`config.mk`:
```
export PLATFORM = sky130hd
export DESIGN_NAME = alu_result_stage
export DESIGN_NICKNAME = d
export VERILOG_FILES = /design/src/rtl/alu_result_stage.sv
export SDC_FILE = /design/constraint.sdc
export NUM_CORES = 1
export LEC_CHECK = 0
export CORE_MARGIN = 4
export CORE_UTILIZATION = 48
export CTS_CLUSTER_DIAMETER = 120
export DETAILED_ROUTE_END_ITERATION = 8
export HOLD_SLACK_MARGIN = 0.06
export PLACE_DENSITY = 0.78
export SYNTH_ARGS = -nofsm -noshare
export SYNTH_HDL_FRONTEND = slang
export SYNTH_SLANG_ARGS = --single-unit
```
`constraint.sdc`:
```
create_clock -name clk -period 4.3 [get_ports clk]
set_input_delay 0.86 -clock clk [delete_from_list [all_inputs] [get_ports clk]]
set_output_delay 0.86 -clock clk [all_outputs]
set_load 0.01 [all_outputs]
```
`src/rtl/alu_result_stage.sv`:
```
// ---------------------------------------------------------------------------
// alu_result_stage
//
// Registered output stage that sits after the ALU result mux. An input result
// is captured together with its carry. The zero, negative and (optionally)
// parity flags are computed from in_data when it is captured. The stage holds
// one main entry, which drives the outputs, and one skid entry. With the skid
// entry, upstream can stream at full rate while in_ready stays a plain
// register.
//
// Optional feature macro: ALU_RESULT_PARITY_EN
//   defined   : out_parity = XOR of the captured data bits. The parity bit is
//               stored in both the main and the skid entries.
//   undefined : out_parity is tied to 0 and no parity storage is built.
//
// Handshake: a transfer occurs on a rising edge where valid and ready are both
// 1. While valid is high and ready is low, the producer holds its payload
// stable, and valid does not drop until the transfer completes.
//
// Ports:
//   clk        clock, rising edge
//   rst        asynchronous active-high reset
//   in_valid   upstream result valid
//   in_ready   stage can accept (registered, low only when FULL)
//   in_data    mux output y
//   in_carry   carry/borrow aligned with in_data
//   out_valid  result available
//   out_ready  consumer accepts
//   out_data   registered result
//   out_carry  registered carry
//   out_zero   out_data == 0
//   out_neg    out_data MSB
//   out_parity XOR of out_data bits (0 when the feature is disabled)
//   out_count  completed output transfers, modulo 2^COUNT_W
// ---------------------------------------------------------------------------
module alu_result_stage #(
   parameter int DATA_W  = 8,
   parameter int COUNT_W = 8
) (
   input  logic               clk,
   input  logic               rst,
   input  logic               in_valid,
   output logic               in_ready,
   input  logic [DATA_W-1:0]  in_data,
   input  logic               in_carry,
   output logic               out_valid,
   input  logic               out_ready,
   output logic [DATA_W-1:0]  out_data,
   output logic               out_carry,
   output logic               out_zero,
   output logic               out_neg,
   output logic               out_parity,
   output logic [COUNT_W-1:0] out_count
);

   typedef enum logic [1:0] {
      EMPTY = 2'b00,
      ONE   = 2'b01,
      FULL  = 2'b10
   } state_t;

   typedef struct packed {
      logic [DATA_W-1:0] data;
      logic              carry;
      logic              zero;
      logic              neg;
`ifdef ALU_RESULT_PARITY_EN
      logic              parity;
`endif
   } entry_t;

   state_t state_q;
   state_t state_d;
   entry_t in_entry;
   entry_t main_q;
   entry_t skid_q;
   logic   load_main_in;
   logic   load_main_skid;
   logic   load_skid;
   logic   in_xfer;
   logic   out_xfer;
   logic   [COUNT_W-1:0] count_q;

   // The flags come from the incoming data, so they travel with their entry.
   always_comb begin
      in_entry       = '0;
      in_entry.data  = in_data;
      in_entry.carry = in_carry;
      in_entry.zero  = (in_data == '0);
      in_entry.neg   = in_data[DATA_W-1];
`ifdef ALU_RESULT_PARITY_EN
      in_entry.parity = ^in_data;
`endif
   end

   assign out_valid = (state_q == ONE) || (state_q == FULL);
   assign in_xfer   = in_valid && in_ready;
   assign out_xfer  = out_valid && out_ready;

   // Next-state logic and datapath load enables.
   always_comb begin
      state_d        = state_q;
      load_main_in   = 1'b0;
      load_main_skid = 1'b0;
      load_skid      = 1'b0;
      case (state_q)
         EMPTY: begin
            if (in_xfer) begin
               state_d      = ONE;
               load_main_in = 1'b1;
            end
         end
         ONE: begin
            if (in_xfer && out_xfer) begin
               state_d      = ONE;
               load_main_in = 1'b1;
            end else if (in_xfer) begin
               state_d   = FULL;
               load_skid = 1'b1;
            end else if (out_xfer) begin
               state_d = EMPTY;
            end
         end
         FULL: begin
            // in_ready is low here, so any upstream valid is ignored.
            if (out_xfer) begin
               state_d        = ONE;
               load_main_skid = 1'b1;
            end
         end
         default: state_d = EMPTY;
      endcase
   end

   always_ff @(posedge clk or posedge rst) begin
      if (rst) begin
         state_q <= EMPTY;
      end else begin
         state_q <= state_d;
      end
   end

   // in_ready is registered from the next state. This keeps out_ready off
   // any combinational path to in_ready.
   always_ff @(posedge clk or posedge rst) begin
      if (rst) begin
         in_ready <= 1'b1;
      end else begin
         in_ready <= (state_d != FULL);
      end
   end

   always_ff @(posedge clk or posedge rst) begin
      if (rst) begin
         main_q <= '0;
      end else if (load_main_in) begin
         main_q <= in_entry;
      end else if (load_main_skid) begin
         main_q <= skid_q;
      end
   end

   always_ff @(posedge clk or posedge rst) begin
      if (rst) begin
         skid_q <= '0;
      end else if (load_skid) begin
         skid_q <= in_entry;
      end
   end

   always_ff @(posedge clk or posedge rst) begin
      if (rst) begin
         count_q <= '0;
      end else if (out_xfer) begin
         count_q <= count_q + COUNT_W'(1);
      end
   end

   assign out_data  = main_q.data;
   assign out_carry = main_q.carry;
   assign out_zero  = main_q.zero;
   assign out_neg   = main_q.neg;
   assign out_count = count_q;
`ifdef ALU_RESULT_PARITY_EN
   assign out_parity = main_q.parity;
`else
   assign out_parity = 1'b0;
`endif

endmodule

```
# Word level (Yosys, flattened, before mapping)
# Cells that the tools add are included.
# word_totals
reg_bits,33
latchBits,0
mem_bits_rw,0
romBits,0
inputBits,13
output_inout_bits,22
wordCells,37
mem_count,0
# op_classes
addsub,1
multipliers,0
div,0
order_cmp,0
eq_ne,3
shifts,0
muxes,15
bitwise_logic,0
n_reduce_logical,7
# op_table
op,count
2-to-1 mux 11 bit,2
2-to-1 mux 2 bit,5
adder 8 x 1 -> 8 bit (second input constant),1
logical NOT 8 bit,1
2-to-1 mux 1 bit,6
case mux 2 bit (3 select lines),1
logical AND 1 bit,3
== test 2 x 1 -> 1 bit (second input constant),1
== test 2 bit (second input constant),1
logical NOT 2 bit,1
inequality test 2 bit (second input constant),1
case mux 1 bit (2 select lines),1
nonzero test 2 bit,1
logical OR 1 bit,1

# Depth between registers and ports, before layout
# Gate-level depths: netlist (run 1).
# logic_depth
word_depth,8
depth_mapped,7
mapped_depth_nobuf,6

# Worst setup path before layout (run 1)
# OpenSTA, ideal clock, no wires.
# synth_path
path_kind,reg2out
from,register state_q[0]
to,output out_valid
t_arrival_ns,0.789
required_ns,3.440
slack_ns,2.651
stages_incl_launch_ff,3
n_path_buf,0
cell_sequence,dfrtp_1 inv_1 ha_1
# synth_via
elab_chain_len,2
# synth_rtl
item,line,source
start: declaration,72,state_t state_q;
start signal: assignment,139,state_q <= state_d;
== test 2 x 1 -> 1 bit / == test 2 bit (equally long branches),96,assign out_valid = (state_q == ONE) || (state_q == FULL);
logical OR 1 bit *,96,
end: declaration,46,"output logic out_valid,"
# Every way passes the cells marked *; elsewhere a longest branch is shown, timed or not.

# Worst setup path after layout (run 1)
# Ends and elaborated chain as after synthesis.

==> impl_results.rst, run 1 <==
.. list-table::
   :header-rows: 1

   * - Metric
     - Value
   * - Router iterations before antenna repair
     - 5
   * - Final worst-path cycle share
     - 0.608
   * - Number of routed nets with antenna violations
     - 0
   * - Setup Fix Bufs, Post-CTS
     - 0
   * - Area delta synth->final
     - 29.0%
   * - Input/output buffers
     - 33
   * - Worst slew slack as a fraction of its limit
     - 0.233
   * - CP Class
     - register to output pin
   * - RD Place Congestion
     - around 0.8
   * - Post-synthesis share of cell area spent on full adders, half adders and majority gates
     - 0.0436
   * - Number of instances in the placed design
     - 204
   * - Type of origin of the critical path
     - register
   * - Ranking of synthesized cells by area
     - dfrtp_1 52%, nand2_1 13%, mux2i_1 6.3%, ha_1 4.4%, xnor2_1 4.3%
   * - Number of diodes added for antenna fixing
     - 0
   * - Master cell of the clock root buffer
     - clkbuf_4
   * - CTS tree
     - built
   * - Maximum vdd drop
     - between 0.3 and 0.4 mV
   * - Number of antenna violations at the first check in global routing
     - 0
   * - Total congestion overflow
     - 0
   * - Main combinational cell family by area after synthesis
     - simple AND/OR/NAND/NOR gates
   * - Warnings, synthesis
     - 0
   * - Die Area
     - just under 4000 µm²
   * - Most instantiated library cell after synthesis
     - nand2_1
   * - Routed via count divided by cell count
     - 5.50
   * - DRC errors left
     - 0
   * - Max-slew violation total from the final report
     - 0
   * - Floorplan row count
     - 19
   * - Most common library cells after synthesis
     - 48 x nand2_1, 30 x dfrtp_1, 9 x mux2i_1, 9 x o21ai_1, 7 x xnor2_1
   * - Mapped Avg Cell Area
     - 9.75 µm²
   * - Final TNS setup
     - 0 ns
   * - Fraction of layout cells with a size suffix above 1
     - 0.0497
   * - Post-synth EDFFs
     - 0
   * - Wire length of the first global-routing pass
     - 5510 µm
   * - Clock input transition at the sequential cells of the worst setup and hold paths
     - approximately 0.090 ns
   * - Bufs on Longest Clock Path
     - 2
   * - Hold Crit Class
     - register to register
   * - Initial DRC count
     - 46
   * - Required arrival time at the worst endpoint
     - roughly 3.4 ns
   * - Routed len/inst
     - approximately 15 µm
   * - Detailed-routed wire length on met2
     - roughly 1600 µm
   * - CP endpoint kind
     - output pin
   * - Primary FF master, synth
     - dfrtp_1
   * - Die height
     - about 63 µm
   * - Final HPWL DP
     - ~2300 µm
   * - Summed instance area of the synthesized netlist
     - 1430 µm²
   * - Compound-cell area share of the yosys netlist
     - 0.0672
   * - Core Area
     - about 2800 µm²
   * - Static power due to leakage
     - around 0.9 nW
   * - R2R Setup Slk
     - 2.14 ns
   * - Finished Layout Cells
     - ~210
   * - RSZ-0062 raised after global routing
     - no
   * - Fraction of post-synthesis cell area in the top cell type by area
     - 0.524
   * - Number of buffers inserted during clock tree synthesis
     - 5
   * - Portion of netlist area occupied by mux cells
     - 0.0628
   * - Post-route minimum period
     - about 2.6 ns
   * - Endpoints failing setup
     - 0
   * - Endpoint arrival time on the critical path
     - between 1.5 and 2 ns
   * - Post-synth top area cell
     - dfrtp_1
   * - Worst-skew pair later-pin latency
     - about 0.32 ns
   * - Post-CTS Resized
     - 0
   * - PwrDens
     - a little over 700 nW/µm²
   * - Vias in the first global route
     - between 1000 and 1500
   * - Metal-1 WL
     - approximately 1300 µm
   * - Outcome
     - finished clean
   * - Detailed route wirelength on metal3
     - ~160 µm
   * - Worst setup skew after layout
     - 0.00888 ns
   * - Highest clock frequency the design can meet
     - approximately 380 MHz
   * - Synth Register Bits
     - 31
   * - Transition time at the pin with the least slew margin
     - roughly 1.1 ns
   * - Wire length after detailed routing
     - roughly 3100 µm
   * - Post-synthesis share of cell area spent on xor and xnor gates
     - 0.0428
   * - Total of hold buffers inserted after clock tree synthesis
     - 0
   * - Number of hold violations in the final report
     - 0
   * - Initial Utilization
     - 0.511
   * - Total via count after detailed routing
     - about 1200
   * - Number of clock sinks
     - 31
   * - Total of max-cap violations
     - 0
   * - Maximum number of pins on one net before global-route repair
     - 32
   * - Critical path peak fanout
     - 5
   * - Simple-gate share of the synthesized area
     - 0.203
   * - Number of instances in the synthesized netlist
     - around 150
   * - Highest Signal Layer
     - met4
   * - Synthesized net count
     - approximately 170
   * - Overall fraction of global-route tracks in use
     - 0.178
   * - Ports placed on the boundary
     - 35
   * - H-Tree Depth
     - 2
   * - Final #Nets
     - between 150 and 200
   * - Floorplan die width
     - between 60 and 70 µm
   * - Part of the Yosys area used for sequential elements
     - 0.542
   * - Proportion of register bits with asynchronous set or reset after synthesis
     - 1.00
   * - Count of different cell masters after synthesis
     - 27
worst max-delay path, stage by stage, from the launching register on:
cell,delay (ns)
dfrtp_1,0.43
inv_1,0.09
ha_1,0.36
clkdlybuf4s50_1,0.56
logic make-up (layout without fill, tap and decap cells):
kind of cell	after synthesis	count (layout)
and+or+nand+nor	67	67
DFF	31	31
AOI/OAI and AO/OA	17	17
adders and majority gates	5	5
xor gates and xnor gates	7	7
muxes	9	9
buffers and inverters	10	44
other	1	1
cell usage in the layout, fill, tap and decap left out, drive strengths merged:
master	n
nand2	48
clkdlybuf4s50	33
dfrtp	30
o21ai	11
mux2i	9
xnor2	7
clkbuf	6
ha	5
and3	4
nand4	4
nor2	3
inv	3
and2	2
nand3	2
nor4	2
a31oi	1
a211oi	1
a21oi	1
a2bb2oi	1
nand2b	1
o22ai	1
a22oi	1
and4	1
conb	1
clkinv	1
bufinv	1
dfstp	1
final cells by class:
type / instances / area (µm²)
Clock inverter: 2 / 35.0
Fill cell: 233 / 956
Sequential cell: 31 / 777
Multi-Input combinational cell: 106 / 606
Inverter: 3 / 11.3
Tap cell: 31 / 38.8
Clock buffer: 6 / 51.3
Timing Repair Buffer: 33 / 330
flip-flops by register name (all words and copies together) (netlist names):
name       cells
in_ready       1
out_carry      1
out_count      8
out_data       8
out_zero       1
skid_q        10
state_q        2
final timing paths:
check | from | cells past startpoint | end
setup / recovery | state_q[0] | 3 | out_valid
hold / removal | skid_q[5] | 2 | skid_q[5]
setup reg to reg | state_q[0] | 5 | out_data[3]
hold reg to reg | skid_q[5] | 2 | skid_q[5]
max in group asynchronous | rst | 2 | out_count[2]
min in group asynchronous | rst | 2 | skid_q[8]
routing by layer:
metal	up-vias	global-route usage
li1	555	-
met1	566	0.191
met2	38	0.317
met3	7	0.0558
met4	0	0.0826
met5	-	0
power by group:
group / internal (mW) / leakage (nW) / switching (mW) / total [mW]
registers: 0.417 / 0.391 / 0.0876 / 0.504
logic: 0.286 / 0.459 / 0.287 / 0.573
clock network: 0.137 / 0.0482 / 0.0973 / 0.235
metrics by stage:
step / power [mW] / setup WS [ns] / hold WS (ns) / utilization / cell area [µm²]
floorplan: 0.834 / 2.65 / 0.442 / - / 1430
detailed placement: 1.08 / 1.56 / 0.461 / 0.628 / 1760
global route: 1.42 / 1.62 / 0.510 / 0.659 / 1850
finish: 1.31 / 1.69 / 0.482 / 0.659 / 1850
global placement: 1.05 / 1.66 / 0.456 / 0.628 / 1760
CTS: 1.32 / 1.70 / 0.485 / 0.659 / 1850
(Power assumes the default switching activity.)
==> run 2: changes to the inputs <==
- clock period: 4.3 -> 2.53 ns (I/O delays scaled with it)
==> impl_results.rst, run 2 (synthesized netlist as in run 1, its figures left out) <==
.. list-table::
   :header-rows: 1

   * - Metric
     - Value
   * - Outcome
     - finished clean
   * - CP endpoint kind
     - output pin
   * - Initial Utilization
     - 0.511
   * - Final HPWL DP
     - ~2100 µm
   * - Worst-skew pair later-pin latency
     - between 0.3 and 0.4 ns
   * - Endpoint arrival time on the critical path
     - ~1.7 ns
   * - CTS tree
     - built
   * - Worst slew slack as a fraction of its limit
     - 0.635
   * - Router iterations before antenna repair
     - 4
   * - Hold Crit Class
     - register to register
   * - Maximum vdd drop
     - 0.575 mV
   * - Vias in the first global route
     - about 1100
   * - Critical path peak fanout
     - 5
   * - Routed len/inst
     - around 13 µm
   * - Transition time at the pin with the least slew margin
     - around 0.55 ns
   * - Most common cell after layout, fill and taps aside
     - nand2_1
   * - Bufs on Longest Clock Path
     - 2
   * - First element of the critical path
     - state_q[0]
   * - Total of max-cap violations
     - 0
   * - Slowest stage delay, CP
     - 0.55 ns
   * - Overall fraction of global-route tracks in use
     - 0.163
   * - Critical path cell sequence
     - inv_1, ha_1, clkdlybuf4s50_1
   * - Setup Fix Bufs, Post-CTS
     - 0
   * - Post-route minimum period
     - between 2 and 2.5 ns
   * - Final worst-path cycle share
     - 0.886
   * - Worst setup skew after layout
     - between 0.006 and 0.007 ns
   * - Wire length after detailed routing
     - around 2900 µm
   * - Core Area
     - ~2800 µm²
   * - Hold Crit Start
     - out_count[7]
   * - Hold-critical path endpoint
     - out_count[7]
   * - Number of routed nets with antenna violations
     - 0
   * - Footprint of the multi-input gates
     - just over 600 µm²
   * - Floorplan row count
     - 19
   * - Initial DRC count
     - 59
   * - Number of antenna violations at the first check in global routing
     - 0
   * - RD Place Congestion
     - a little under 0.9
   * - Clock input transition at the sequential cells of the worst setup and hold paths
     - ~0.09 ns
   * - Die Area
     - approximately 3900 µm²
   * - Total via count after detailed routing
     - between 1000 and 1500
   * - Number of diodes added for antenna fixing
     - 0
   * - Cells on Worst Hold Path
     - 1
   * - DRC errors left
     - 0
   * - Max reg flops
     - 10
   * - Highest clock frequency the design can meet
     - ~450 MHz
   * - Power after layout
     - 2.11 mW
   * - PwrDens
     - ~1100 nW/µm²
   * - Largest register by flop count
     - skid_q
   * - Cell type of the slowest stage on the worst timing path
     - clkdlybuf4s50_1
   * - WP buf/inv
     - 2
   * - Delay-heaviest family, CP
     - buffers and inverters
   * - Wire length of the first global-routing pass
     - between 5000 and 6000 µm
   * - Post-layout util
     - 0.654
   * - Most frequent cells in the layout
     - 48 x nand2_1, 33 x clkdlybuf4s50_1, 30 x dfrtp_1, 9 x mux2i_1, 9 x o21ai_1
   * - Post-CTS Resized
     - 0
   * - Number of clock sinks
     - 31
   * - Maximum number of pins on one net before global-route repair
     - 32
   * - Final #Nets
     - 200
   * - Number of hold violations in the final report
     - 0
   * - Max-slew violation total from the final report
     - 0
   * - H-Tree Depth
     - 2
   * - Type of origin of the critical path
     - register
   * - RSZ-0062 raised after global routing
     - no
   * - Reg2reg start
     - state_q[0]
   * - FF-to-FF End
     - in_ready
   * - Total of hold buffers inserted after clock tree synthesis
     - 0
   * - Master cell of the clock root buffer
     - clkbuf_4
   * - Final TNS setup
     - 0 ns
   * - Floorplan die width
     - between 60 and 70 µm
   * - Die height
     - 62.7 µm
   * - Endpoints failing setup
     - 0
   * - CP Class
     - register to output pin
   * - Input/output buffers
     - 33
   * - Sequential cell area
     - about 800 µm²
   * - Required arrival time at the worst endpoint
     - between 2 and 2.5 ns
   * - Total congestion overflow
     - 0
   * - Filler cells
     - around 220
   * - Fraction of layout cells with a size suffix above 1
     - 0.0549
   * - R2R Setup Slk
     - 0.60 ns
   * - Number of buffers inserted during clock tree synthesis
     - 5
   * - Ports placed on the boundary
     - 35
   * - R2R cell count
     - 6
   * - Area delta synth->final
     - 27.9%
   * - Routed via count divided by cell count
     - 5.39
   * - Static power due to leakage
     - slightly below 0.9 nW
   * - Fin Hold WS
     - around 0.48 ns
run 2: worst max path at each step:
stage,end,cells past startpoint
floorplan,out_count[7],7
global placement,in_ready,5
detailed placement,in_ready,5
CTS,out_valid,3
global route,out_valid,3
finish,out_valid,3
run 2: layer usage:
layer	GRT usage	routed length, µm
met1	0.186	1230
met2	0.272	1410
met3	0.0594	154
met4	0.0744	72
met5	0	0
run 2: area by class of cell:
type                       instances  area share
inverter                           3     0.00614
clock inverter                     1     0.00273
timing repair buffer              35       0.188
clock buffer                       6      0.0280
tap                               31      0.0211
multi-input combinational        106       0.330
sequential                        31       0.424
run 2: per-stage QoR:
step                instances  cell area [µm²]  setup slack [ns]
global route              213             1830             0.223
global placement          206             1780             0.566
floorplan                 147             1430             0.916
detailed placement        206             1780             0.481
CTS                       213             1830             0.289
finish                    213             1830             0.288
run 2: power by group:
group	switching [mW]	internal, mW	leakage [nW]
combinational	0.470	0.492	0.469
sequential	0.147	0.708	0.391
clock	0.159	0.128	0.0341
total	0.776	1.33	0.894
